**src/rtl/instr_sequencer.sv**
```systemverilog
// ---------------------------------------------------------------------------
// instr_sequencer
//   Fetch/execute sequencer in front of Control_Unit.
//   - Steps a PC through a synchronous program ROM.
//   - Latches each instruction word into IR.
//   - Presents opcode/imm to Control_Unit and issues a one-cycle exec_en that
//     gates its register writes.
//   - Resolves JMP/JC/JZ/HLT locally.
//   - Runs one instruction per execute_n press (step mode), or free-runs
//     (run mode).
//
// Ports
//   clk          in   rising-edge system clock
//   rstn         in   asynchronous active-low reset
//   execute_n    in   active-low pushbutton, asynchronous to clk
//   run_mode     in   1 = free-run, 0 = single-step
//   rom_data     in   ROM read data, valid one cycle after rom_addr
//   c_flag       in   carry flag
//   z_flag       in   zero flag
//   rom_addr     out  ROM address (= PC)
//   opcode       out  IR opcode field
//   imm          out  IR immediate field
//   exec_en      out  one-cycle execute strobe (0 for jumps and HLT)
//   halted       out  1 while halted
//   instr_count  out  retired instructions, saturating at 8'hFF
//   state_dbg    out  current FSM state, for observation only
//
// The sequencer has no valid/ready handshakes. Its only interface timing
// rule is the ROM: rom_data for an address appears one clock after that
// address was presented.
// ---------------------------------------------------------------------------
module instr_sequencer #(
   parameter int         ADDR_W = 4,
   parameter int         DATA_W = 8,
   parameter logic [3:0] OP_JMP = 4'hC,
   parameter logic [3:0] OP_JC  = 4'hD,
   parameter logic [3:0] OP_JZ  = 4'hE,
   parameter logic [3:0] OP_HLT = 4'hF
) (
   input  logic              clk,
   input  logic              rstn,
   input  logic              execute_n,
   input  logic              run_mode,
   input  logic [DATA_W-1:0] rom_data,
   input  logic              c_flag,
   input  logic              z_flag,
   output logic [ADDR_W-1:0] rom_addr,
   output logic [3:0]        opcode,
   output logic [3:0]        imm,
   output logic              exec_en,
   output logic              halted,
   output logic [7:0]        instr_count,
   output logic [2:0]        state_dbg
);

   typedef enum logic [2:0] {
      S_IDLE     = 3'd0,
      S_FETCH    = 3'd1,
      S_DECODE   = 3'd2,
      S_EXEC     = 3'd3,
      S_WAIT_REL = 3'd4,
      S_HALT     = 3'd5
   } state_t;

   state_t            state;
   logic [ADDR_W-1:0] pc;
   logic [DATA_W-1:0] ir;

   // Button synchroniser.
   //   sync_1/sync_2 form the 2-FF synchroniser.
   //   sync_3 holds the previous synced value for falling-edge detection.
   // All three preset to 1 (button released), so a button already held low
   // when reset is released still produces exactly one go.
   logic sync_1, sync_2, sync_3;
   logic go;

   always_ff @(posedge clk or negedge rstn) begin
      if (!rstn) begin
         sync_1 <= 1'b1;
         sync_2 <= 1'b1;
         sync_3 <= 1'b1;
      end else begin
         sync_1 <= execute_n;
         sync_2 <= sync_1;
         sync_3 <= sync_2;
      end
   end

   assign go = sync_3 & ~sync_2;

   // IR fields drive the outputs directly.
   // IR is loaded only in DECODE, so opcode/imm stay stable from the
   // following cycle until the next DECODE.
   logic [3:0] ir_op;
   logic [3:0] rom_op;
   logic       take_jump;
   logic       rom_is_ctl;

   assign ir_op  = ir[DATA_W-1:DATA_W-4];
   assign rom_op = rom_data[DATA_W-1:DATA_W-4];
   assign opcode = ir_op;
   assign imm    = ir[3:0];

   assign take_jump = (ir_op == OP_JMP)
                    | ((ir_op == OP_JC) & c_flag)
                    | ((ir_op == OP_JZ) & z_flag);

   // exec_en is registered: it is set on the DECODE->EXEC edge, so the
   // word being loaded into IR decides whether the strobe fires.
   assign rom_is_ctl = (rom_op == OP_JMP) | (rom_op == OP_JC)
                     | (rom_op == OP_JZ)  | (rom_op == OP_HLT);

   assign rom_addr  = pc;
   assign state_dbg = state;

   always_ff @(posedge clk or negedge rstn) begin
      if (!rstn) begin
         state       <= S_IDLE;
         pc          <= '0;
         ir          <= '0;
         instr_count <= 8'h00;
         exec_en     <= 1'b0;
         halted      <= 1'b0;
      end else begin
         exec_en <= 1'b0;
         case (state)
            S_IDLE: begin
               if (go) state <= S_FETCH;
            end
            S_FETCH: begin
               state <= S_DECODE;
            end
            S_DECODE: begin
               ir      <= rom_data;
               exec_en <= ~rom_is_ctl;
               state   <= S_EXEC;
            end
            S_EXEC: begin
               if (instr_count != 8'hFF) instr_count <= instr_count + 8'd1;
               if (ir_op == OP_HLT) begin
                  halted <= 1'b1;
                  state  <= S_HALT;
               end else begin
                  // PC+1 wraps naturally at ADDR_W bits.
                  pc    <= take_jump ? ir[ADDR_W-1:0] : pc + {{(ADDR_W-1){1'b0}}, 1'b1};
                  state <= run_mode ? S_FETCH : S_WAIT_REL;
               end
            end
            S_WAIT_REL: begin
               if (sync_2) state <= S_IDLE;
            end
            S_HALT: begin
               halted <= 1'b1;
            end
            default: begin
               state <= S_IDLE;
            end
         endcase
      end
   end

endmodule

```
**config.mk**
```make
export PLATFORM = sky130hd
export DESIGN_NAME = instr_sequencer
export DESIGN_NICKNAME = d
export VERILOG_FILES = /design/src/rtl/instr_sequencer.sv
export SDC_FILE = /design/constraint.sdc
export NUM_CORES = 1
export LEC_CHECK = 0
export BUFFER_PORTS_ARGS = -buffer_cell sky130_fd_sc_hd__buf_2
export CORE_MARGIN = 5
export CORE_UTILIZATION = 46
export CTS_BUF_LIST = sky130_fd_sc_hd__clkbuf_16
export DETAILED_ROUTE_END_ITERATION = 8
export GPL_ROUTABILITY_DRIVEN = 0
export PLACE_DENSITY = 0.84
export SLEW_MARGIN = 10
export SYNTH_ARGS = -nofsm -noshare
export SYNTH_HDL_FRONTEND = slang
export SYNTH_SLANG_ARGS = --single-unit
```
**constraint.sdc**
```tcl
create_clock -name clk -period 1.8 [get_ports clk]
set_input_delay 0.36 -clock clk [delete_from_list [all_inputs] [get_ports clk]]
set_output_delay 0.36 -clock clk [all_outputs]
set_load 0.05 [all_outputs]
```
== After elaboration in Yosys (flattened, before gate mapping) ==
Cells that the tools add are included.

* Reductions and logical operators: 6
* Multiplexer cells: 9
* Bitwise operators: 12
* Equal/unequal tests: 17
* Add/subtract/negate cells: 2

{| class="wikitable"
|+ Operator list
! cell !! count
|-
| $eq A4 B4 Y1 const B || 8
|-
| $pmux W3 S6 || 1
|-
| $mux W3 || 4
|-
| $add A8 B1 Y8 const B || 1
|-
| $ne A8 B8 Y1 const B || 1
|-
| $eq A3 B2 Y1 const B || 2
|-
| $eq A3 B3 Y1 const B || 2
|-
| $ne A2 B2 Y1 const B || 3
|-
| $reduce_and A2 Y1 || 3
|-
| $or A1 B1 Y1 || 5
|-
| $add A4 B1 Y4 const B || 1
|-
| $mux W4 || 1
|-
| $not A1 Y1 || 4
|-
| $and A1 B1 Y1 || 3
|-
| $eq A3 B1 Y1 const B || 1
|-
| $logic_not A3 Y1 || 1
|-
| $reduce_and A3 Y1 || 1
|-
| $mux W1 || 2
|-
| $pmux W1 S2 || 1
|-
| $reduce_bool A2 Y1 || 1
|}

* Output and inout bits: 25
* Flip-flop bits (word level): 28

== Longest topological paths before layout ==
* Word-level depth: 6
* Depth in mapped cells: 5

== Least setup slack after synthesis ==
Ideal clock, no wire load.

* Kind: reg2reg
* Start: register instr_count[0]
* End: register instr_count[6]
* Setup time: 0.125 ns
* Data arrival time: 1.689 ns
* Buffers on the path: 0
* Stages on the path, launching flop included: 6
* Required time: 1.675 ns
* Path slack: -0.014 ns
* Cell sequence: dfrtp_1 -> ha_1 -> and3_1 -> nand3_1 -> nor2_1 -> mux2_2

* Cells in the longest elaborated chain, start to end: 2
* Elaborated cells on any way between the ends: 3

{| class="wikitable"
|+ Ends and longest elaborated chain
! item !! RTL line !! source
|-
| start: declaration || 52 || <nowiki>output logic [7:0] instr_count,</nowiki>
|-
| start signal: assignment || 139 || <nowiki>if (instr_count != 8'hFF) instr_count <= instr_count + 8'd1;</nowiki>
|-
| parallel branches: the longest is 2 deep, another holds $add A8 B1 Y8 || -- ||
|}

Parallel ways; which one is timed is not known.
A chain may end at the register's enable or synchronous reset.

== Final worst setup path ==
* Start: register instr_count[0]
* End: register instr_count[1]

The elaborated chain is that of the path after synthesis.

==> out/results.ini <==
[sta]
hold_ws_ns = 0.0989
finalMaxSlewViolations = 0
min_period_over_period_pct = 86.9
fin_crit_ns = 1.56
worst_slew_pin_slew_ns = 0.609
setup_violations = 0
rsz0062_at_grt = false
clock_skew_ns = 0.00521
slew_headroom_pct = 59.4
timing.fmax_mhz = 640
hold_viol_final = 0
finalSetupTns_ns = 0
setup_ws_ns = 0.236

[worst_setup_path]
r2r_start = instr_count[0]
arrival_ns = 1.72
worstSetupPathType = register to register
critPathMaxFanout = 6
crit_path_end_kind = register
regToRegSetupSlack_ns = 0.24
crit_required_ns = 1.95
rr_worst_depth = 4
critPathLaunchType = register
rr_endpoint = instr_count[1]

[floorplan]
fp-row-count = 19
die_x_um = 62.9
io_pins = 39
dieArea_mm2 = 0.00396
core_mm2 = 0.00271
die_h_um = 62.9
initial_core_util_pct = 47.5

[logic_synthesis]
netlist.area_leader.share_pct = 48.6
synth_area_mm2 = 0.00129
synth-edff-count = 0
synth_warnings = 0
ys_seq_area_share_pct = 54.7
ys_seq_elements = 28
avgSynthCellArea_um2 = 11.5
synth_cell_types = 34
syn_inst = 112
ys_top_cells_by_area = dfrtp_1 49%, mux2_2 9.6%, dfstp_2 6.1%
synth_area_leader_cell = dfrtp_1
syn_nets = 128
async_flop_share_pct = 100
yosys_most_used_dff = dfrtp_1

[min_path]
worstHoldPathType = primary input to async pin

[drt]
via_per_inst = 5.55
drt_iter0_drc = 19
drc_errors = 0
vias = 1021
dr.pass1.iters = 4
postRouteAntennaNets = 0
routed_wl_um = 2810
routedWlPerCell_um = 15.2

[cts]
cts.reportedPaths.clkPinSlew_ns = 0.07
cts_resized = 0
ctsRootBufferMaster = clkbuf_16
hold_buffers = 0
cts_tree = yes
htreeDepth = 1
cts_sinks = 28
insertion_delay_ns = 0.26
cts_made_buffers = 3
post_cts_buffers = 0
cts_buffer_depth = 2

[finish]
layout-drive-gt1-share_pct = 39.2
fillCellCount = 246
final_nets = 170
final_common_cell = buf_2
num_antenna_cells = 0
final_cell_mix = 38 x buf_2, 23 x dfrtp_1, 11 x mux2_2
synthToLayoutAreaGrowth_pct = 23.7
fin_util_pct = 58.8
finalNonFillerCells = 184

[grt]
busiest_layer = met2
grt_util_met2_pct = 28.3
grt_pass1_wl_um = 5150
gr-usage-all-layers_pct = 16.0
grt_max_degree = 29
grt_use_met3_pct = 3.60
grt_use_met1_pct = 18.4
first_global_vias = 1117
overflow = 0
antenna_found_initial = 0

[placement]
dp_slack_ns = 0.221
hpwl_um = 2120
dp_cells = 180
io_buffers = 38

[run_status]
outcome = complete, no violations

[power_and_ir_drop]
p_leak_nw = 0.785
peakVddDrop_v = 0.000614
powerDensity_mw_per_mm2 = 733

[flow_run]
max_cap_violations = 0

## critical path, stage by stage (launching register included)
cell and delay [ns]:
dfrtp_2 0.43, ha_1 0.22, and3_1 0.23, a21oi_4 0.21, mux2_2 0.36
## per-layer routing
metal  vias up  share of wire, %
li1        490                 -
met1       498                41
met2        25                52
met3         8               4.8
met4         0               1.9
met5         -                 0
## area by class of cell
class / instances / area (um2) / share of cell area, %
clock buffer: 3 / 75.1 / 4.71
clock inverter: 1 / 3.75 / 0.236
inverter: 3 / 11.3 / 0.707
multi-input combinational: 80 / 567 / 35.6
sequential: 28 / 707 / 44.4
tap: 31 / 38.8 / 2.44
timing repair buffer: 38 / 190 / 11.9
## state kept, by name (all words and copies together) (netlist names)
signal / flops
sync_1: 1
exec_en: 1
sync_2: 1
ir: 8
rom_addr: 4
state_dbg: 3
halted: 1
instr_count: 8
sync_3: 1
## where the power goes
| group | switching [mW] | internal [mW] | leakage, nW |
|---|---|---|---|
| sequential | 0.00158 | 0.635 | 0.346 |
| combinational | 0.0175 | 0.0107 | 0.401 |
| clock | 0.204 | 0.298 | 0.0385 |
| total | 0.224 | 0.944 | 0.785 |
## metrics by stage
step	total power [mW]	instance area, um2
floorplan	0.650	1290
global placement	0.676	1510
detailed placement	0.678	1510
CTS	1.18	1590
global route	1.21	1590
finish	1.17	1590
## cells by family after synthesis
kind of cell | Yosys count | share of synthesized area, %
AO/OA/AOI/OAI | 22 | 11.7
XOR/XNOR | 6 | 4.08
adder cells (fa/ha/maj) | 2 | 1.94
buffers and inverters | 4 | 1.26
flip-flops | 28 | 54.7
multiplexers | 11 | 9.62
AND/OR/NAND/NOR | 39 | 16.7
## worst max-delay path by stage
stage | start | to | slack, ns | cells past startpoint
2_1_floorplan | state_dbg[0] | instr_count[7] | 0.07 | 4
3_3_place_gp | instr_count[0] | instr_count[1] | 0.30 | 4
3_5_place_dp | instr_count[0] | instr_count[1] | 0.22 | 4
4_1_cts | instr_count[0] | instr_count[1] | 0.22 | 4
5_1_grt | instr_count[1] | instr_count[6] | 0.16 | 5
6_report | instr_count[0] | instr_count[1] | 0.24 | 4
## Yosys cell counts, types with 2 or more instances
cell type,n
and4_1,2
xnor2_1,5
inv_1,3
ha_1,2
o22ai_1,3
dfrtp_1,25
mux2_2,11
nand2b_1,4
a21oi_1,2
nand2_1,10
and3_1,2
nor2b_1,3
o211ai_1,2
nand4_1,4
nor2_1,4
o21ai_0,7
dfstp_2,3
nand3_1,4
Power figures use the tool's default switching activity.
